<file path="config.mk">
export PLATFORM = sky130hd
export DESIGN_NAME = multicycle_alu
export DESIGN_NICKNAME = d
export VERILOG_FILES = /design/src/rtl/alu_pkg.sv /design/src/rtl/shift_add_mul.sv /design/src/rtl/multicycle_alu.sv
export SDC_FILE = /design/constraint.sdc
export NUM_CORES = 1
export LEC_CHECK = 0
export ABC_AREA = 1
export BUFFER_PORTS_ARGS = -buffer_cell sky130_fd_sc_hd__clkbuf_2
export CORE_MARGIN = 2
export CORE_UTILIZATION = 37
export CTS_CLUSTER_DIAMETER = 80
export DETAILED_ROUTE_END_ITERATION = 6
export HOLD_SLACK_MARGIN = 0.06
export PLACE_DENSITY = 0.53
export SLEW_MARGIN = 5
export SYNTH_ARGS = -nofsm -noshare
export SYNTH_HDL_FRONTEND = slang
export SYNTH_SLANG_ARGS = --single-unit
</file>
<file path="constraint.sdc">
create_clock -name clk_i -period 4.4 [get_ports clk_i]
set_input_delay 0.88 -clock clk_i [delete_from_list [all_inputs] [get_ports clk_i]]
set_output_delay 0.88 -clock clk_i [all_outputs]
set_load 0.01 [all_outputs]
</file>
<file path="src/rtl/alu_pkg.sv">
// Shared ALU definitions: control codes (also used by the ALU control decoder),
// datapath width and the EX-stage ALU state encoding.
package alu_pkg;

    localparam int WIDTH = 32;

    localparam logic [3:0] ALU_AND = 4'b0000;
    localparam logic [3:0] ALU_OR  = 4'b0001;
    localparam logic [3:0] ALU_ADD = 4'b0010;
    localparam logic [3:0] ALU_SUB = 4'b0110;
    localparam logic [3:0] ALU_MUL = 4'b1010;

    typedef enum logic {
        IDLE,
        MUL
    } alu_state_t;

endpackage

</file>
<file path="src/rtl/shift_add_mul.sv">
// 32-iteration shift-add multiplier; returns the low WIDTH bits of the product,
// which are the same for signed and unsigned operands.
module shift_add_mul
    import alu_pkg::*;
(
    input  logic             clk,
    input  logic             rst_n,
    input  logic             start,
    input  logic             run,
    input  logic             flush,
    input  logic [WIDTH-1:0] op_a,
    input  logic [WIDTH-1:0] op_b,
    output logic             done,
    output logic [WIDTH-1:0] product
);

    logic [WIDTH-1:0] multiplicand;
    logic [WIDTH-1:0] multiplier;
    logic [WIDTH-1:0] acc;
    logic [4:0]       cnt;
    logic [WIDTH-1:0] partial;
    logic             step;

    assign step    = run & ~flush;
    assign partial = multiplier[0] ? multiplicand : '0;
    // product already includes the current iteration's add, so it is final when done
    assign product = acc + partial;
    assign done    = step && (cnt == 5'd31);

    always_ff @(posedge clk or negedge rst_n) begin
        if (!rst_n) begin
            multiplicand <= '0;
            multiplier   <= '0;
            acc          <= '0;
            cnt          <= '0;
        end else if (start) begin
            multiplicand <= op_a;
            multiplier   <= op_b;
            acc          <= '0;
            cnt          <= '0;
        end else if (step) begin
            acc          <= product;
            multiplicand <= multiplicand << 1;
            multiplier   <= multiplier >> 1;
            cnt          <= cnt + 5'd1;
        end
    end

endmodule

</file>
<file path="src/rtl/multicycle_alu.sv">
// EX-stage ALU: single-cycle add/sub/and/or, multi-cycle mul, valid/ready
// handshake with a stall output while a multiply is in flight.
module multicycle_alu
    import alu_pkg::*;
(
    input  logic             clk_i,
    input  logic             rst_n_i,
    input  logic [WIDTH-1:0] data1_i,
    input  logic [WIDTH-1:0] data2_i,
    input  logic [3:0]       ALUCtrl_i,
    input  logic             valid_i,
    input  logic             flush_i,
    output logic             ready_o,
    output logic             valid_o,
    output logic [WIDTH-1:0] data_o,
    output logic             Zero_o,
    output logic             stall_o
);

    alu_state_t       state;
    alu_state_t       next_state;
    logic             accept;
    logic             is_mul;
    logic             mul_start;
    logic             mul_done;
    logic [WIDTH-1:0] mul_product;
    logic [WIDTH-1:0] alu_result;

    assign ready_o   = (state == IDLE);
    assign stall_o   = ~ready_o;
    assign accept    = valid_i & ready_o & ~flush_i;
    assign is_mul    = (ALUCtrl_i == ALU_MUL);
    assign mul_start = accept & is_mul;

    always_comb begin
        alu_result = '0;
        case (ALUCtrl_i)
            ALU_ADD: alu_result = data1_i + data2_i;
            ALU_SUB: alu_result = data1_i - data2_i;
            ALU_AND: alu_result = data1_i & data2_i;
            ALU_OR:  alu_result = data1_i | data2_i;
            default: alu_result = '0;
        endcase
    end

    shift_add_mul u_mul (
        .clk     (clk_i),
        .rst_n   (rst_n_i),
        .start   (mul_start),
        .run     (state == MUL),
        .flush   (flush_i),
        .op_a    (data1_i),
        .op_b    (data2_i),
        .done    (mul_done),
        .product (mul_product)
    );

    always_ff @(posedge clk_i or negedge rst_n_i) begin
        if (!rst_n_i) begin
            state <= IDLE;
        end else begin
            state <= next_state;
        end
    end

    always_comb begin
        next_state = state;
        case (state)
            IDLE: if (mul_start) next_state = MUL;
            MUL:  if (flush_i || mul_done) next_state = IDLE;
            default: next_state = IDLE;
        endcase
    end

    // Result registers hold their value whenever no new result is produced
    always_ff @(posedge clk_i or negedge rst_n_i) begin
        if (!rst_n_i) begin
            valid_o <= 1'b0;
            data_o  <= '0;
            Zero_o  <= 1'b1;
        end else begin
            valid_o <= 1'b0;
            if (!flush_i) begin
                if (accept && !is_mul) begin
                    valid_o <= 1'b1;
                    data_o  <= alu_result;
                    Zero_o  <= (alu_result == '0);
                end else if (state == MUL && mul_done) begin
                    valid_o <= 1'b1;
                    data_o  <= mul_product;
                    Zero_o  <= (mul_product == '0);
                end
            end
        end
    end

endmodule

</file>
# ---- Word level (Yosys, flattened, before mapping)
# Index checks and enable logic that the tools add are counted.
dict set report classes {
  add_sub_neg 4
  eq_ne 5
  muxes 20
  n_bitwise 8
  n_reduce_logical 11
}
# op n
set ops {}
lappend ops {{two-way mux 32 bit} 9}
lappend ops {{case mux 32 bit (4 select lines)} 1}
lappend ops {{adder 32 bit} 2}
lappend ops {{logical NOT 32 bit} 2}
lappend ops {{bitwise AND 32 bit} 1}
lappend ops {{bitwise OR 32 bit} 1}
lappend ops {{subtractor 32 bit} 1}
lappend ops {{two-way mux 5 bit} 2}
lappend ops {{two-way mux 1 bit} 7}
lappend ops {{adder 5 x 1 -> 5 bit, second input constant} 1}
lappend ops {{== test 5 bit, second input constant} 1}
lappend ops {{bitwise AND 1 bit} 4}
lappend ops {{== test 4 x 1 -> 1 bit, second input constant} 1}
lappend ops {{== test 4 x 2 -> 1 bit, second input constant} 1}
lappend ops {{== test 4 x 3 -> 1 bit, second input constant} 1}
lappend ops {{== test 4 bit, second input constant} 1}
lappend ops {{logical NOT 4 bit} 1}
lappend ops {{nonzero test 2 bit} 2}
lappend ops {{logical AND 1 bit} 3}
lappend ops {{NOT 1 bit} 2}
lappend ops {{case mux 1 bit (2 select lines)} 1}
lappend ops {{AND reduction 2 bit} 1}
lappend ops {{logical NOT 1 bit} 1}
lappend ops {{logical OR 1 bit} 1}
dict set report totals {
  register_bits 136
  inputBits 72
  out_inout_bits 36
}

# ---- Longest topological paths before layout
# Gate-level depths: netlist of run 1.
dict set report logic_depth {
  word_depth 7
  mapped_depth 33
  mapped_depth_nobuf 33
}

# ---- By module
# From an unflattened synthesis of run 1, not the netlist that was laid out.
dict set report unflattened {
  hier_cells 2115
  area_unflattened_um2 12794.8
}
# mod n_inst cells_per_inst area_each_um2 seq_area_each_um2
set modules_own_cells {}
lappend modules_own_cells {shift_add_mul 1 1016 6935.4 2527.4}
lappend modules_own_cells {multicycle_alu 1 1099 5859.4 877.1}

# ---- Least setup slack after synthesis of run 1
# No wires, ideal clock.
dict set report synth_path {
  path_type {in2reg}
  start {input data2_i[0]}
  end {register Zero_o}
  setup_time_ps 61
  t_arrival_ps 3898
  required_ps 4339
  path_slack_ps 441
  path_stages 32
  path_cell_list {inv_1 ha_1 inv_1 nor3_1 inv_1 nor3_2 inv_2 nor4_4 nand2_2 o21ai_2 nand2_1 a21oi_2 o21ai_1 xor2_1 ha_1 inv_1 nor3_1 and2_1 nand2_1 nand2_1 inv_1 nand2_1 nand2_1 nand3_1 nand2_1 nor2_1 nand2_1 nor2_1 nand4_1 nand2_1 nand2_1 nand2_1}
}
dict set report synth_via {
  elab_chain_cells 4
  word_cells_on_any_way 7
  classes_between {add/sub (2); mux (2); bitwise (2); reduce/logical (1)}
}
# element line_no
set synth_rtl {}
lappend synth_rtl {{from (decl)} multicycle_alu.sv:9} ;# input logic [WIDTH-1:0] data2_i,
lappend synth_rtl {{subtractor 32 bit (tied with other cells)} multicycle_alu.sv:39} ;# ALU_SUB: alu_result = data1_i - data2_i;
lappend synth_rtl {{case mux 32 bit (4 select lines) (*)} multicycle_alu.sv:37} ;# case (ALUCtrl_i)
lappend synth_rtl {{logical NOT 32 bit (*)} multicycle_alu.sv:87} ;# Zero_o <= (alu_result == '0);
lappend synth_rtl {{two-way mux 1 bit (*)} multicycle_alu.sv:84} ;# if (accept && !is_mul) begin
lappend synth_rtl {{to (signal assigned)} multicycle_alu.sv:87}
lappend synth_rtl {{to (signal assigned)} multicycle_alu.sv:91} ;# Zero_o <= (mul_product == '0);
lappend synth_rtl {{to (decl)} multicycle_alu.sv:16} ;# output logic Zero_o,
# Mark *: on every way between the ends. The rest lies on a longest branch, timed or not.
# A chain may end at the register's enable or synchronous reset.

# ---- Final worst setup path of run 1
dict set report layout_path {
  start {input data2_i[1]}
  end {register Zero_o}
}
# The elaborated chain is that of the path after synthesis.

==> results of run 1 <==
-- critical path: cells and delay by family --
family | cells | cell delay, ns
compound gates | 1 | 0.22
xor+xnor | 1 | 0.11
simple gates | 19 | 1.85
fa+ha+maj | 2 | 0.53
buf+inv | 8 | 0.78
-- per-stage QoR --
step           total power [mW]  std cells
2_1_floorplan             3.142       2026
3_3_place_gp              3.863       2638
3_5_place_dp              3.878       2638
4_1_cts                   5.394       2670
5_1_grt                   5.806       2675
6_report                  5.403       2675
-- per-layer routing --
layer  vias up  GRT usage [%]  part of all wire (%)  wire (um)
met1      6372          37.04                    48      22280
met3        38          2.882                   3.7       1718
met5         -              0                     0          0
met4         0          6.844                   1.9        878
met2       281          44.00                    46      21610
li1       6840              -                     -          -
-- cells by family (layout without fill, tap and decap cells) --
| group | Yosys count | in the layout | synth area share, % |
|---|---|---|---|
| AND/OR/NAND/NOR | 1037 | 1037 | 34.45 |
| flip-flops | 136 | 136 | 27.31 |
| adder cells (fa/ha/maj) | 69 | 69 | 7.045 |
| buffers and inverters | 412 | 613 | 12.52 |
| XOR/XNOR | 47 | 47 | 3.302 |
| AO/OA/AOI/OAI | 325 | 325 | 15.37 |
-- what timing repair did --
item / 4_1_cts / 5_1_grt
buffers inserted: 0 / 5
resized for setup: 0 / 41
endpoints found under the setup margin: 0 / 7
-- path summary, 6_finish.rpt --
path | cells past startpoint | slack, ns | to | from
max | 31 | 0.38 | Zero_o | data2_i[1]
min | 1 | 0.47 | u_mul.acc[28] | rst_n_i
max reg2reg | 11 | 0.79 | data_o[5] | u_mul.cnt[0]
min reg2reg | 1 | 0.47 | u_mul.cnt[3] | u_mul.cnt[3]
max in group asynchronous | 2 | 2.97 | u_mul.acc[21] | rst_n_i
min in group clk_i | 1 | 0.47 | u_mul.cnt[3] | u_mul.cnt[3]
-- power by group --
group | total [mW] | internal (mW) | switching, mW
Combinational | 2.12 | 0.784 | 1.33
Clock | 1.50 | 0.850 | 0.647
Sequential | 1.79 | 1.57 | 0.218
-- final cells by class --
type                       count  area (um2)
tap                          448       560.5
multi-input combinational   1478        7657
timing repair buffer         226        1460
sequential                   136        3405
fill                        3750       18360
clock buffer                  17       425.4
clock inverter                15       167.7
inverter                     355        1333
-- sequential cells by signal, summed over array words and instances (netlist names) --
| signal | flops |
|---|---|
| Zero_o | 1 |
| data_o | 32 |
| stall_o | 1 |
| u_mul.acc | 32 |
| u_mul.cnt | 5 |
| u_mul.multiplicand | 32 |
| u_mul.multiplier | 32 |
| valid_o | 1 |
-- cells in the final DEF (no fill, tap or decap), drive strengths merged --
| cell type | instances |
|---|---|
| a21o | 1 |
| a21oi | 95 |
| a22o | 11 |
| a22oi | 3 |
| a2bb2oi | 1 |
| a31oi | 29 |
| a32o | 1 |
| and2 | 4 |
| and3 | 1 |
| buf | 120 |
| bufinv | 2 |
| clkbuf | 123 |
| clkinv | 12 |
| clkinvlp | 2 |
| dfrtp | 135 |
| dfstp | 1 |
| fa | 2 |
| ha | 67 |
| inv | 354 |
| nand2 | 675 |
| nand3 | 123 |
| nand3b | 11 |
| nand4 | 22 |
| nor2 | 171 |
| nor3 | 25 |
| nor4 | 4 |
| o211ai | 39 |
| o21a | 6 |
| o21ai | 117 |
| o21bai | 4 |
| o221ai | 11 |
| o22ai | 5 |
| o31ai | 2 |
| or2 | 1 |
| xnor2 | 10 |
| xor2 | 37 |
==> metrics.yaml, run 1 <==
status: "finished, final reports clean"
hold_ws_ns: 0.4712
yosysTopAreaCellShare_pct: 27.09
placed_area_um2: 14250
synthesis.nets: 2167
dp_slack_ns: -0.1971
tns_ns: 0
diodes: 0
insertion_delay_ns: 0.44
synth_top_area_cell: "dfrtp_1"
grt_max_degree: 89
drv_cap: 0
leakage_nw: 8.513
cts_made_buffers: 17
clk_pin_slew_ns: 0.06
die-height_um: 187.6
areaGrowthSynthToFinish_pct: 20.37
drt-vias-per-instance: 5.058
dp_hpwl_um: 37990
setup_viol: 0
synth_warnings: 0
maxSlewViolCount: 0
yosysMostFrequentCell: "nand2_1"
wire_per_inst_um: 17.38
ios: 108
gp_congestion: 0.9233
overflow: 0
fin_util_pct: 44.98
relSlewSlack_pct: 30.40
firstDrtPassIters: 7
vdd_ir_drop_max_v: 0.0002468
hold_class: "input port to async pin"
powerDensity_nw_per_um2: 360.0
synth.top_cells.by_count: "667 x nand2_1, 336 x inv_1, 161 x nor2_1, 135 x dfrtp_1, 119 x nand3_1"
die_area_um2: 35180
cts_sinks: 136
crit_type: "input port to register"
worst_slack_ns: 0.3842
syn_area_per_cell_um2: 6.154
finalHoldViolations: 0
core_area_um2: 33360
grt_pass1_wl_um: 72620
max_stage_delay_ns: 0.39
cts-htree-levels: 4
cts_tree: "yes"
cp_max_fo: 4
synth-seq-cells: 136
final_area_um2: 15010
yosys-top-cells-area: "dfrtp_1 27%, nand2_1 20%, inv_1 10%"
drcViolationCount: 0
synth_area_um2: 12470
synth_top_flop_cell: "dfrtp_1"
grt_pass1_vias: 12980
netlist_instances: 2026
critPathCaptureType: "register"
synth_seq_area_share_pct: 27.31
clk_path_buf_depth: 2
rsz0062_at_grt: "false"
num_rows: 67
crit_arrival_ns: 4.38
critPathRequiredTime_ns: 4.77
port_buffers: 107
fin_worst_skew_ns: 0.01102
antenna_found_initial: 0
post-route-period-util_pct: 91.27
route.vias.total: 13530
layout-drive-gt1-share_pct: 15.36
critical_path.slowest_cell: "ha_1"
max_freq_mhz: 249.0
start_util_pct: 37.37
num-nets-final: 2355
yosysUniqueCellTypes: 46
grt_usage_pct: 26.60
clockRootBuffer: "clkbuf_16"
period_needed_ns: 4.016
initialDrtViolationCount: 941
die_w_um: 187.6
drtAntennaViolNets: 0
cpMostUsedCell: "nand2_1"
cp-start-kind: "input port"
hold_buffers: 0
synth_edf_count: 0
wl_um: 46480
synth-async-reset-ratio_pct: 100.0
tightestPinTransition_ns: 1.043
Power figures use the tool's default switching activity.
==> run 2, diff against run 1 <==
--- a/config.mk
+++ b/config.mk
@@ -10,9 +10,11 @@
 export CORE_MARGIN = 2
 export CORE_UTILIZATION = 37
 export CTS_CLUSTER_DIAMETER = 80
+export CTS_CLUSTER_SIZE = 40
 export DETAILED_ROUTE_END_ITERATION = 6
 export HOLD_SLACK_MARGIN = 0.06
 export PLACE_DENSITY = 0.53
+export REMOVE_ABC_BUFFERS = 1
 export SLEW_MARGIN = 5
 export SYNTH_ARGS = -nofsm -noshare
 export SYNTH_HDL_FRONTEND = slang
==> run 2 against run 1 <==
- critical path depth grew 1
- utilization is essentially flat
- hold slack lost 0.0062 ns
- total power is essentially flat
- combinational power is essentially flat
- die area is the same
==> metrics.yaml, run 2 (synthesized netlist as in run 1, its figures left out) <==
cp_max_fo: 4  # unchanged
insertion_delay_ns: 0.44  # about the same
port_buffers: 107  # unchanged
leakage_nw: 8.481  # -0.38%
finalPower_mw: 5.407  # about the same
setup_viol: 0  # unchanged
max_stage_delay_ns: 0.29  # -0.10 ns
cpMostUsedCell: "nand2_1"
num-nets-final: 2350  # -0.21%
status: "finished, final reports clean"
dp_hpwl_um: 37790  # -0.54%
layout-drive-gt1-share_pct: 15.26  # -0.10 points
layout_common_cells: "659 x nand2_1, 333 x inv_1, 146 x nor2_1"
cp-start-kind: "input port"
worst_slack_ns: 0.2666  # -0.1176 ns
gp_congestion: 0.9507  # +3.0%
start_util_pct: 37.37  # unchanged
critPathTopFamily: "simple AND/OR/NAND/NOR gates"
grt_pass1_wl_um: 73220  # +0.82%
overflow: 0  # unchanged
finalHoldViolations: 0  # unchanged
rsz0062_at_grt: "true"
relSlewSlack_pct: 33.83  # +3.4 points
rr_worst_depth: 19  # +8
final_area_um2: 14990  # -0.11%
cts_tree: "yes"
drv_cap: 0  # unchanged
clockRootBuffer: "clkbuf_16"
clk_pin_slew_ns: 0.06  # about the same
cts_sinks: 136  # unchanged
place_inst: 2637  # -0.038%
powerDensity_nw_per_um2: 360.7  # +0.18%
die_area_um2: 35180  # unchanged
drtAntennaViolNets: 0  # unchanged
layoutNonFillerInstCount: 2670  # -0.19%
placed_area_um2: 14240  # about the same
grt_max_degree: 105  # +18%
vdd_ir_drop_max_v: 0.0002082  # -16%
grt_usage_pct: 26.60  # about the same
min_to: "u_mul.cnt[3]"
critPathRequiredTime_ns: 4.78  # about the same
die_w_um: 187.6  # unchanged
crit_arrival_ns: 4.51  # +0.13 ns
clk_path_buf_depth: 2  # unchanged
critPathCaptureType: "register"
route.vias.total: 13470  # -0.43%
wire_per_inst_um: 17.16  # -1.2%
wl_um: 45830  # -1.4%
min-delay-start: "u_mul.cnt[3]"
grt_pass1_vias: 13190  # +1.6%
max_freq_mhz: 241.9  # -2.8%
tightestPinTransition_ns: 0.9926  # -0.05039 ns
fin_worst_skew_ns: 0.008650  # -0.002370 ns
antenna_found_initial: 0  # unchanged
cts_made_buffers: 17  # unchanged
ios: 108  # unchanged
r2r_setup_slack_ns: 1.16  # +0.37 ns
holdPathStages: 1
r2r-start: "u_mul.multiplier[0]"
initialDrtViolationCount: 1015  # +7.9%
final_common_cell: "nand2_1"
areaGrowthSynthToFinish_pct: 20.24
hold_class: "register to register"
r2r-end: "Zero_o"
fin_util_pct: 44.93  # -0.049 points
drcViolationCount: 0  # unchanged
critical_path.slowest_cell: "ha_1"
hold_ws_ns: 0.4650  # -0.006208 ns
maxSlewViolCount: 0  # unchanged
die-height_um: 187.6  # unchanged
firstDrtPassIters: 5  # -2
cp.depth: 32  # +3.2%
cp_num_buf_inv: 9  # +1
tns_ns: 0  # unchanged
drt-vias-per-instance: 5.046  # -0.24%
period_needed_ns: 4.133  # +0.1176 ns
num_rows: 67  # unchanged
core_area_um2: 33360  # unchanged
cts-htree-levels: 4  # unchanged
diodes: 0  # unchanged
post-route-period-util_pct: 93.94  # +2.7 points
dp_slack_ns: -0.3590  # -0.1619 ns
crit_type: "input port to register"
==> run 2: cell count changes in the layout (fill, tap and decap cells not counted), moves of 3 or more <==
cell	before	now
ha_2	3	0
nand2_1	656	659
clkinv_2	3	0
clkinv_4	2	5
buf_4	117	112
inv_1	336	333
==> run 2: worst max-delay path by stage <==
stage               slack (ns)       start            to
floorplan                -1.53     flush_i  u_mul.cnt[3]
global placement         -0.30  data2_i[0]        Zero_o
detailed placement       -0.36  data2_i[0]        Zero_o
CTS                       0.09  data2_i[0]        Zero_o
global route             -0.07  data2_i[3]        Zero_o
finish                    0.27  data2_i[0]        Zero_o
==> run 2: metal layers <==
| layer | track usage [%] | vias to the layer above | part of all wire (%) |
|---|---|---|---|
| met4 | 7.450 | 0 | 2.0 |
| li1 | - | 6826 | - |
| met1 | 37.67 | 6255 | 47 |
| met5 | 0 | - | 0 |
| met2 | 43.39 | 342 | 46 |
| met3 | 2.340 | 50 | 5.0 |
==> run 2: layout make-up <==
class	count	area, um2
clock buffer	19	452.9
clock inverter	13	157.7
fill	3753	18370
inverter	355	1335
multi-input combinational	1478	7659
sequential	136	3405
tap	448	560.5
timing repair buffer	221	1423
==> run 2: worst reg2reg max path, stage by stage (launching register included) <==
cell     delay, ns
dfrtp_1       0.38
buf_4         0.23
nand2_1       0.17
inv_1         0.09
fa_1          0.46
nand2_1       0.09
nand3_1       0.08
o21ai_2       0.10
o21ai_1       0.14
nand2_1       0.10
nand2_1       0.14
xnor2_1       0.35
nand2_1       0.09
nor2_1        0.12
nand2_1       0.06
nor2_1        0.18
nand4_1       0.17
nand2_1       0.10
nand2_1       0.05
nand2_1       0.09
==> run 2: timing repair <==
item | in CTS | in global routing
hold buffers | 0 | 0
setup endpoints to repair | 0 | 9
endpoints found under the hold margin | 0 | 0
setup buffers | 0 | 1
gates resized for setup | 0 | 43
==> run 2: report_power, final <==
| part | internal, mW | switching (mW) |
|---|---|---|
| logic | 0.778 | 1.33 |
| clock network | 0.880 | 0.630 |
| registers | 1.57 | 0.213 |
